$ cat config.mk
export PLATFORM = sky130hd
export DESIGN_NAME = match_collector
export DESIGN_NICKNAME = d
export VERILOG_FILES = /design/src/rtl/match_collector_pkg.sv /design/src/rtl/match_collector_lsb_find.sv /design/src/rtl/match_collector.sv
export SDC_FILE = /design/constraint.sdc
export NUM_CORES = 1
export LEC_CHECK = 0
export BUFFER_PORTS_ARGS = -buffer_cell sky130_fd_sc_hd__buf_2
export CAP_MARGIN = 20
export CORE_ASPECT_RATIO = 0.8
export CORE_MARGIN = 2
export CORE_UTILIZATION = 25
export DETAILED_ROUTE_END_ITERATION = 8
export PLACE_DENSITY = 0.38
export SLEW_MARGIN = 0
export SYNTH_ARGS = -nofsm -noshare
export SYNTH_HDL_FRONTEND = slang
export SYNTH_SLANG_ARGS = --single-unit
$ cat constraint.sdc
create_clock -name clk -period 2.7 [get_ports clk]
set_clock_uncertainty 0.1 [all_clocks]
set_input_delay 0 -clock clk [delete_from_list [all_inputs] [get_ports clk]]
set_output_delay 0 -clock clk [all_outputs]
set_load 0.005 [all_outputs]
$ cat src/rtl/match_collector_pkg.sv
// -----------------------------------------------------------------------------
// match_collector_pkg
// Shared definitions for the match collector block: the report FSM state
// encoding and the default sizing constants used by the top level.
// -----------------------------------------------------------------------------
package match_collector_pkg;

  localparam int DEFAULT_NUM_ENGINES = 8;
  localparam int DEFAULT_OFFSET_W    = 16;

  // IDLE    : waiting for a stream to start
  // CAPTURE : consuming bytes, latching first-match offsets
  // DRAIN   : one extra cycle for late engine match outputs
  // REPORT  : emitting one record per matched engine
  typedef enum logic [1:0] {
    ST_IDLE    = 2'd0,
    ST_CAPTURE = 2'd1,
    ST_DRAIN   = 2'd2,
    ST_REPORT  = 2'd3
  } state_t;

endpackage

$ cat src/rtl/match_collector_lsb_find.sv
// -----------------------------------------------------------------------------
// lsb_find
// Combinational lowest-set-bit finder.
//   vec   : input bit vector
//   idx   : index of the lowest set bit (0 when vec is empty)
//   any   : at least one bit of vec is set
//   multi : more than one bit of vec is set
// -----------------------------------------------------------------------------
module lsb_find #(
  parameter int WIDTH = 8,
  parameter int IDX_W = $clog2(WIDTH)
) (
  input  logic [WIDTH-1:0] vec,
  output logic [IDX_W-1:0] idx,
  output logic             any,
  output logic             multi
);

  localparam logic [WIDTH-1:0] ONE = 1;

  // Scan from the top down so the lowest set bit is the last one written.
  always_comb begin
    idx = '0;
    for (int i = WIDTH - 1; i >= 0; i--) begin
      if (vec[i]) idx = i[IDX_W-1:0];
    end
  end

  assign any   = |vec;
  // Clearing the lowest set bit leaves something only if two or more were set.
  assign multi = |(vec & (vec - ONE));

endmodule

$ cat src/rtl/match_collector.sv
// -----------------------------------------------------------------------------
// match_collector
// Collects sticky per-engine match lines over one data stream, remembers the
// byte offset at which each engine first matched, then reports one record per
// matching engine (lowest index first) over a valid/ready handshake.
//
// Ports:
//   clk, rst     : clock, synchronous active-high reset
//   sod          : start of data, restarts collection from any state
//   en, eod      : byte strobe and end-of-data qualifier
//   match_in     : sticky engine match bits, bit i = engine i
//   rep_valid/rep_ready : record handshake
//   rep_id, rep_offset, rep_last, rep_nomatch : record fields
//   done         : one-cycle pulse when a stream's report completes
//   busy         : high whenever not IDLE
//
// Build option: define MATCH_COLLECTOR_NOMATCH_EN to emit a single no-match
// record (rep_nomatch=1, offset = final byte count) when no engine matched.
// Without it a stream with no matches just pulses done.
// -----------------------------------------------------------------------------
module match_collector
  import match_collector_pkg::*;
#(
  parameter int NUM_ENGINES = DEFAULT_NUM_ENGINES,
  parameter int OFFSET_W    = DEFAULT_OFFSET_W,
  parameter int ID_W        = $clog2(NUM_ENGINES)
) (
  input  logic                   clk,
  input  logic                   rst,
  input  logic                   sod,
  input  logic                   en,
  input  logic                   eod,
  input  logic [NUM_ENGINES-1:0] match_in,
  output logic                   rep_valid,
  input  logic                   rep_ready,
  output logic [ID_W-1:0]        rep_id,
  output logic [OFFSET_W-1:0]    rep_offset,
  output logic                   rep_last,
  output logic                   rep_nomatch,
  output logic                   done,
  output logic                   busy
);

  localparam logic [OFFSET_W-1:0] CNT_ONE = 1;
  localparam logic [OFFSET_W-1:0] CNT_MAX = '1;

  state_t                 state;
  state_t                 next_state;
  logic                   next_done;
  logic                   clear_flag;
  logic [NUM_ENGINES-1:0] flags;
  logic [OFFSET_W-1:0]    offsets [NUM_ENGINES];
  logic [OFFSET_W-1:0]    count;
  logic [ID_W-1:0]        lsb_idx;
  logic                   lsb_any;
  logic                   lsb_multi;

  lsb_find #(
    .WIDTH (NUM_ENGINES),
    .IDX_W (ID_W)
  ) u_lsb_find (
    .vec   (flags),
    .idx   (lsb_idx),
    .any   (lsb_any),
    .multi (lsb_multi)
  );

  assign busy = (state != ST_IDLE);

  // Next-state and record outputs. Records come straight from the registered
  // flags, so they stay stable until accepted and the next one appears the
  // cycle after an accept. sod overrides everything, dropping pending records
  // without a done pulse.
  always_comb begin
    next_state  = state;
    next_done   = 1'b0;
    clear_flag  = 1'b0;
    rep_valid   = 1'b0;
    rep_id      = '0;
    rep_offset  = '0;
    rep_last    = 1'b0;
    rep_nomatch = 1'b0;
    case (state)
      ST_IDLE: ;
      ST_CAPTURE: begin
        if (en && eod) next_state = ST_DRAIN;
      end
      ST_DRAIN: next_state = ST_REPORT;
      ST_REPORT: begin
        if (lsb_any) begin
          rep_valid  = 1'b1;
          rep_id     = lsb_idx;
          rep_offset = offsets[lsb_idx];
          rep_last   = ~lsb_multi;
          if (rep_ready) begin
            clear_flag = 1'b1;
            if (!lsb_multi) begin
              next_state = ST_IDLE;
              next_done  = 1'b1;
            end
          end
        end else begin
`ifdef MATCH_COLLECTOR_NOMATCH_EN
          rep_valid   = 1'b1;
          rep_nomatch = 1'b1;
          rep_offset  = count;
          rep_last    = 1'b1;
          if (rep_ready) begin
            next_state = ST_IDLE;
            next_done  = 1'b1;
          end
`else
          next_state = ST_IDLE;
          next_done  = 1'b1;
`endif
        end
      end
      default: next_state = ST_IDLE;
    endcase
    if (sod) begin
      next_state = ST_CAPTURE;
      next_done  = 1'b0;
    end
  end

  // State, byte counter, first-match flags and offsets. The offset stored for
  // an engine is the count before this cycle's byte is added.
  always_ff @(posedge clk) begin
    if (rst) begin
      state <= ST_IDLE;
      done  <= 1'b0;
      count <= '0;
      flags <= '0;
      for (int i = 0; i < NUM_ENGINES; i++) offsets[i] <= '0;
    end else begin
      state <= next_state;
      done  <= next_done;
      if (sod) begin
        count <= '0;
        flags <= '0;
        for (int i = 0; i < NUM_ENGINES; i++) offsets[i] <= '0;
      end else begin
        if (state == ST_CAPTURE && en && count != CNT_MAX) count <= count + CNT_ONE;
        if (state == ST_CAPTURE || state == ST_DRAIN) begin
          for (int i = 0; i < NUM_ENGINES; i++) begin
            if (match_in[i] && !flags[i]) begin
              flags[i]   <= 1'b1;
              offsets[i] <= count;
            end
          end
        end
        if (clear_flag) flags[lsb_idx] <= 1'b0;
      end
    end
  end

endmodule

==> Word-level counts from Yosys, hierarchy flattened <==
Memory sizes are Yosys's and may differ from the RTL's.
Index checks and enable logic that the tools add are counted.
{ "classes": {"magnitude_cmp": 2, "eq_ne": 10, "reduce_logical": 30, "n_bitwise": 21, "mux": 103, "add_sub_neg": 2} }
{ "ops": {"columns": ["cell", "n"], "rows": [
  ["$mux 16", 18],
  ["$mux 1", 65],
  ["$mux 8", 4],
  ["$mux 3", 10],
  ["$add 16x1->16 const B", 1],
  ["$and 8x8->8", 2],
  ["$ne 16x16->1 const B", 1],
  ["$or 1x1->1", 16],
  ["$reduce_or 8->1", 2],
  ["$logic_and 1x1->1", 12],
  ["$ne 3x3->1 const B", 3],
  ["$logic_not 1->1", 8],
  ["$mux 2", 4],
  ["$ne 4x4->1 const B", 2],
  ["$not 8->8", 1],
  ["$reduce_and 4->1", 2],
  ["$sub 8x1->8 const B", 1],
  ["$pmux 2 s3", 1],
  ["$eq 2x2->1 const B", 2],
  ["$lt 3x4->1 const B", 1],
  ["$reduce_bool 4->1", 1],
  ["$demux 1 s3", 1],
  ["$ge 3x1->1 const B", 1],
  ["$reduce_bool 3->1", 1],
  ["other kinds (7)", 8]
]} }
{ "word_totals": {"mem_count": 1, "ramBits": 128, "in_bits": 14, "out_inout_bits": 24, "word_cells": 174, "register_bits": 27} }
{ "memory_table": {"columns": ["name", "words", "word_bits", "rd", "rd_ports_with_merged_regs", "write_ports", "line_no", "rtl"], "rows": [
  ["offsets", 8, 16, 1, 0, 8, "match_collector.sv:52", "logic [OFFSET_W-1:0] offsets [NUM_ENGINES];"]
]} }

==> Longest topological paths before layout <==
Gate-level depths: netlist of the first run.
{ "logic_depth": {"ltp_word": 15, "mapped_depth": 8} }

==> Modules after synthesis <==
Synthesis of the first run repeated with hierarchy kept, for this count alone.
{ "hier_totals": {"hier_cells": 627, "hier_area_um2": 7101.8} }
{ "modules_own_cells": {"columns": ["module", "area_each_um2", "instances", "cells_per_inst"], "rows": [
  ["match_collector", 6954.2, 1, 605],
  ["lsb_find", 147.6, 1, 22]
]} }

==> Worst setup path before layout of the first run <==
No wires, ideal clock.
{ "synth_path": {"path_kind": "flip-flop to flip-flop", "startpoint": "reg state[0]", "endpoint": "mem offsets[7][0] (netlist name), enable pin", "setup_time_ns": 0.411, "path_buffers": 1, "slack_ns": -0.151, "path_stages_with_launch": 6, "arrival_time_ns": 2.340, "cell_sequence": "dfxtp_1 -> inv_1 -> ha_1 -> clkbuf_1 -> nand2_1 -> o21ai_0"} }
{ "synth_lines": {"columns": ["item", "line_no", "rtl"], "rows": [
  ["start: declaration", "match_collector.sv:47", "state_t state;"],
  ["start signal: assignment", "match_collector.sv:136", "state <= next_state;"],
  ["end: declaration", "match_collector.sv:52", null]
]} }

==> Worst setup path in the final report of the first run <==
{ "layout_path": {"startpoint": "reg flags[4]", "endpoint": "out rep_offset[8]"} }
{ "layout_via": {"elab_chain_cells": 8, "elab_cells_between_ends": 9, "classes_between": "mux (7); reduce/logical (1); memory (1)"} }
{ "layout_rtl": {"columns": ["item", "line_no", "rtl"], "rows": [
  ["start: declaration", "match_collector.sv:51", "logic [NUM_ENGINES-1:0] flags;"],
  ["start signal: assignment", "match_collector.sv:133", "flags <= '0;"],
  ["start signal: assignment", "match_collector.sv:140", "flags <= '0;"],
  ["start signal: indexed assignment", "match_collector.sv:147", "flags[i] <= 1'b1;"],
  ["$mux 3 (5 in series)", "match_collector_lsb_find.sv:25", "if (vec[i]) idx = i[IDX_W-1:0];"],
  ["$mem_v2 8x16", null, null],
  ["$mux 16 *", "match_collector.sv:90", "if (lsb_any) begin"],
  ["$mux 16 *", "match_collector.sv:83", "case (state)"],
  ["end: declaration", "match_collector.sv:37", "output logic [OFFSET_W-1:0] rep_offset,"]
]} }
Every way passes the cells marked *; elsewhere a longest branch is shown, timed or not.

==> results.md, run 1 <==
* Synthesized netlist cell count at 660
* Hpwl dp at between 10000 and 15000 um
* Max Clock Freq at 387 MHz
* Total routed wirelength at approximately 21000 um
* Hold Path Depth at 4
* Clk slew on worst S/H paths at 70 ps
* Critical path endpoint category: output pin
* Wirelength per Cell at ~19 um
* Biggest cell delay along the critical path at between 300 and 400 ps
* Num CTS Buffers at 17
* Post-synth top area cell: edfxtp_1
* Most common library cells after synthesis: and2_1, edfxtp_1, nand2_1
* Slew @ Worst Pin at 945 ps
* Final hold violations at 0
* EDFF count, synth at 112
* Tot GR Track Use at 14.4%
* Via/cell ratio at roughly 4.8
* Core area at between 20000 and 30000 sq um
* Initial drt markers at a little under 400
* Initial Utilization at approximately a quarter
* Largest net degree at the start of global routing at 33
* Routed Antenna Nets at 0
* Cell with the most instances after synthesis: and2_1
* Sequential Area at 4230 sq um
* Mean post-synth cell area at between 10 and 15 sq um
* First-pass GRT wire length at ~33000 um
* DRC Markers at 0
* Die W at approximately 200 um
* Final number of setup-violating endpoints at 0
* PortBufs at 36
* Initial antenna violation count at 1
* Worst Path Max Fanout at 9
* Yosys top cell area share at between 40% and 50%
* Insertion delay to the later sink of the worst-skew pair at roughly 430 ps
* Die area at between 30000 and 40000 sq um
* Register area share after synthesis at ~57%
* CP Data Arrival Time at between 2000 and 2500 ps
* Final slew viol count at 0
* Status: finished, final reports clean
* Synth Cell Area at between 7000 and 8000 sq um
* Lkg Pwr at ~3.3 nW
* Hold WC Path Type: in -> reg
* Total gr overflow at 0
* Final net count at ~750
* Clock sink count at 155
* CP Cell Sequence: nor2_4, buf_4, o21ai_2, o221ai_1, a31oi_2, a22o_1, buf_2
* Total number of vias at between 5000 and 6000
* Reg2Reg Depth at 7
* GPL Wtd Cong at 0.800
* # fillers at between 2000 and 3000
* Root Buffer: clkbuf_16
* Top FF cell, synth: edfxtp_1
* # IOs at 38
* Setup CP Type: reg -> out
* Layout cells sized above 1 at around a fifth
* Tot Pwr at between 6 and 7 mW
* Slowest cell on the critical path: dfxtp_2
* Final setup TNS at 0 ps
* Ys async rst share at 0%
* Clock Tree Buf Depth at 2
* Peak supply drop at 0.000314 V
* ANT cells at 0
* Drt pass-1 iters at 4
* Die height at 157 um
* Period Utilization, post-route at 95.8%
* Multi-input logic area at a little under 3000 sq um
* Cell Pwr Density at around 770 nW/um^2
* Vias in the first global route at about 5300
* Fin crit period at between 2000 and 3000 ps
* Startpoint types: flip-flop
* Register bit total from synthesis at roughly 160
* CTS tree: done
* Top cells by area, synth: edfxtp_1, dfxtp_1, and2_1
* Max cap viols at 0
* RSZ-0062 raised after global routing: no
* CP required at approximately 2600 ps
* Netlist cell types at 58
* Row cnt at 56
* CTS H-tree lvls at 4
* Slew headroom at 36.7%
* Synthesis-to-layout area growth at 21.2%
* Synth warnings at 0
* Syn Nets at between 600 and 700
## cells in the final DEF (no fill, tap or decap), types with 3 or more instances in the layout
cell type	n
a211oi_1	10
a21oi_1	31
a22o_1	7
a31oi_1	6
and2_1	114
and3_1	4
buf_2	36
buf_4	45
clkbuf_16	17
clkinv_4	3
clkinvlp_4	3
dfxtp_1	40
dfxtp_2	3
dlygate4sd3_1	15
edfxtp_1	112
ha_1	6
inv_1	5
inv_6	6
nand2_1	54
nand2b_1	6
nand3_1	6
nand3b_4	3
nand4_1	5
nor2_1	51
nor2_4	4
nor3_1	10
nor3_2	4
nor3b_2	5
o211ai_1	5
o21ai_0	6
o21ai_2	3
o221ai_1	25
o22a_1	18
o22ai_1	16
xor2_1	13
## report_power, final
group	switching, mW	leakage [nW]	internal (mW)
registers	0.102	1.60	2.71
logic	1.11	1.48	0.646
clock network	1.05	0.263	1.21
total	2.26	3.35	4.56
## path summary, 6_finish.rpt
path                              start                    endpoint  slack (ps)
max                 flags[4]$_SDFF_PP0_               rep_offset[8]         110
min                         match_in[5]         flags[5]$_SDFF_PP0_         360
max reg2reg         flags[7]$_SDFF_PP0_       state[0]$_SDFFE_PP0P_         200
min reg2reg  offsets[0][5]$_SDFFE_PP0P_  offsets[0][5]$_SDFFE_PP0P_         360
## repair_timing
item,CTS,global route
cloned,1,1
setup buffers,1,0
pin swaps,1,0
endpoints found under the setup margin,13,13
hold endpoints to repair,14,0
hold buffers,15,0
gates resized for setup,8,6
## layer usage
metal  track usage [%]  wire [um]  up-vias
met4              3.03        146        0
met2              22.7       9780       91
met5                 0          0        -
li1                  -          -     2539
met3              3.06        662        9
met1              20.3      10900     2674
## registers in the layout (all words and copies together) (netlist names)
signal / flops
offsets: 128
count: 16
flags: 8
state: 2
done: 1
## worst max-delay path, delay by kind of cell, from the launching register on
| kind | cells | cell delay (ps) |
|---|---|---|
| buf+inv | 2 | 370 |
| simple gates | 1 | 340 |
| compound gates | 4 | 960 |
| flops | 1 | 390 |
## cell families after synthesis
kind of cell	share of synthesized area [%]
AO/OA/AOI/OAI	14.2
XOR/XNOR	1.55
adder cells (fa/ha/maj)	1.02
buffers and inverters	3.77
flip-flops	57.4
other	0.0510
AND/OR/NAND/NOR	22.0
## final cells by class
class	instances	area share (%)
multi-input combinational	450	33.0
clock buffer	17	4.77
sequential	155	47.4
timing repair buffer	98	7.89
clock inverter	15	1.43
inverter	6	0.253
tap	377	5.29
## per-stage QoR
stage                     cell area (sq um)  worst slack, ps  cells  utilization [%]  hold slack (ps)
after floorplan                        7360              169    660                -             68.5
after global placement                 8110              226   1067             27.8              253
after detailed placement               8120              396   1068             27.9              260
after CTS                              8880             34.9   1117             30.5              351
after global routing                   8920             14.2   1118             30.6              375
final                                  8920              114   1118             30.6              358
Power figures use the tool's default switching activity.
==> inputs of run 2 (changes only) <==
--- a/config.mk
+++ b/config.mk
@@ -12,6 +12,7 @@
 export CORE_UTILIZATION = 25
 export DETAILED_ROUTE_END_ITERATION = 8
 export PLACE_DENSITY = 0.38
+export REMOVE_ABC_BUFFERS = 1
 export SLEW_MARGIN = 0
 export SYNTH_ARGS = -nofsm -noshare
 export SYNTH_HDL_FRONTEND = slang
==> results.md, run 2 (synthesized netlist as in run 1, its figures left out) <==
* Largest net degree at the start of global routing at 44 (+33%)
* Total routed wirelength at 23900 um (+11%)
* Max Clock Freq at 390 MHz (+0.82%)
* # IOs at 38 (unchanged)
* RSZ-0062 raised after global routing: no
* Initial drt markers at 380 (-1.8%)
* Critical path endpoint category: output pin
* Metal-1 WL at 11800 um (+8.6%)
* Num CTS Buffers at 17 (unchanged)
* CP required at 2600 ps (about the same)
* Core area at 29100 sq um (unchanged)
* Most frequent cells in the layout: and2_1, edfxtp_1, nand2_1
* Max cap viols at 0 (unchanged)
* Layout cells sized above 1 at 19.6% (-0.95 points)
* Die W at 196 um (unchanged)
* Largest register FFs at 128 (unchanged)
* Die height at 157 um (unchanged)
* Most common cell after layout, fill and taps aside: and2_1
* DRC Markers at 0 (unchanged)
* Clock Tree Buf Depth at 2 (unchanged)
* Initial Utilization at 25.2% (unchanged)
* Period Utilization, post-route at 95.0% (-0.78 points)
* Worst setup margin at 135 ps (+20.9 ps)
* Largest register by flop count: offsets
* Tot GR Track Use at 15.6% (+1.2 points)
* Final slew viol count at 0 (unchanged)
* Synthesis-to-layout area growth at 20.6%
* Biggest registers after layout: offsets (128), count (16), flags (8)
* CTS H-tree lvls at 4 (unchanged)
* Max Used Layer: met4
* PortBufs at 36 (unchanged)
* Peak supply drop at 0.000439 V (+40%)
* Routed Antenna Nets at 0 (unchanged)
* Final hold violations at 0 (unchanged)
* Hpwl dp at 15800 um (+8.4%)
* Reg2Reg Depth at 5 (-2)
* Hold WC Path Type: in -> reg
* Wirelength per Cell at 21.4 um (+12%)
* Metal2 WL at 10700 um (+9.3%)
* Slew @ Worst Pin at 750 ps (-195 ps)
* Slew headroom at 50.0% (+13 points)
* Setup Buffers After CTS at 0 (-1)
* Root Buffer: clkbuf_16
* Slowest cell on the critical path: dfxtp_1
* Biggest cell delay along the critical path at 430 ps (+40 ps)
* Total gr overflow at 0 (unchanged)
* Row cnt at 56 (unchanged)
* Clk slew on worst S/H paths at 60 ps (about the same)
* Fin crit period at 2570 ps (-20.9 ps)
* Insertion delay to the later sink of the worst-skew pair at 430 ps (about the same)
* Initial antenna violation count at 0 (-1)
* Startpoint types: flip-flop
* GPL Wtd Cong at 0.805 (+0.66%)
* Clock sink count at 155 (unchanged)
* Drt pass-1 iters at 6 (+2)
* DP Worst Slack at 260 ps (-136 ps)
* Final number of setup-violating endpoints at 0 (unchanged)
* Total number of vias at 5399 (+1.6%)
* Status: finished, final reports clean
* Hold Path Depth at 4 (unchanged)
* Die area at 30800 sq um (unchanged)
* ANT cells at 0 (unchanged)
* Cell Pwr Density at 777 nW/um^2 (+1.6%)
* Final net count at 743 (-0.67%)
* CTS tree: done
* Setup CP Type: reg -> out
* Lkg Pwr at 3.32 nW (-0.87%)
* Vias in the first global route at 5504 (+4.7%)
* First-pass GRT wire length at 34700 um (+6.5%)
* Metal3 WL at 995 um (+50%)
* Via/cell ratio at 4.85 (+2.1%)
* CP Cell Sequence: nor4_4, buf_4, nand3b_4, o22a_1, o221ai_1, o22ai_1, buf_2
* Worst Path Max Fanout at 13 (+4)
* Tot Pwr at 6.90 mW (+1.2%)
* CP Data Arrival Time at 2470 ps (-20 ps)
[run 2: cell types whose count changed in the layout (fill, tap and decap cells not counted), sizes merged]
cell         before  now
clkinv            4    6
bufinv            0    2
buf              83   81
nand3b            3    2
inv              14    8
clkbuf           17   19
dlygate4sd3      15   13
[run 2: timing repair]
item                                   in CTS  in global routing
hold buffers                               13                  0
gates cloned                                0                  1
setup endpoints to repair                   1                 14
resized for setup                           1                  7
endpoints found under the hold margin      13                  0
[run 2: final cells by class]
| class | instances | area (sq um) |
|---|---|---|
| inverters | 6 | 22.5 |
| flip-flops and latches | 155 | 4230 |
| repair buffers | 94 | 684 |
| well taps | 377 | 472 |
| clock buffers | 19 | 433 |
| clock inverters | 13 | 145 |
| multi-input cells | 449 | 2890 |
| fillers | 2995 | 20300 |
[run 2: path summary, 6_finish.rpt]
check | start | to | slack [ps]
max | flags[3]$_SDFF_PP0_ | rep_offset[14] | 130
min | eod | state[0]$_SDFFE_PP0P_ | 40
max reg2reg | count[9]$_SDFFE_PP0P_ | count[1]$_SDFFE_PP0P_ | 200
min reg2reg | offsets[0][8]$_SDFFE_PP0P_ | offsets[0][8]$_SDFFE_PP0P_ | 360
[run 2: metrics by stage]
| step | area [sq um] | hold WS (ps) | TNS (ps) | util (%) | cells |
|---|---|---|---|---|---|
| final | 8880 | 36.6 | 0 | 30.5 | 1113 |
| after global placement | 8110 | 246 | 0 | 27.8 | 1065 |
| after global routing | 8880 | 54.9 | 0 | 30.5 | 1113 |
| after detailed placement | 8120 | 266 | 0 | 27.9 | 1066 |
| after CTS | 8830 | 29.4 | 0 | 30.3 | 1111 |
| after floorplan | 7100 | 68.6 | -481 | - | 609 |
[run 2: routing by layer]
| metal | up-vias | GRT usage [%] |
|---|---|---|
| li1 | 2523 | - |
| met1 | 2723 | 21.6 |
| met2 | 131 | 24.5 |
| met3 | 22 | 3.21 |
| met4 | 0 | 4.58 |
| met5 | - | 0 |
[run 2: critical path, delay by kind of cell (launching register included)]
kind	cells	cell delay, ps
flops	1	430
compound gates	3	570
buf+inv	2	400
simple gates	2	630
[run 2: report_power, final]
group | switching (mW) | leakage (nW) | internal [mW]
logic | 1.08 | 1.44 | 0.621
clock network | 1.02 | 0.271 | 1.37
registers | 0.101 | 1.61 | 2.71
total | 2.20 | 3.32 | 4.70
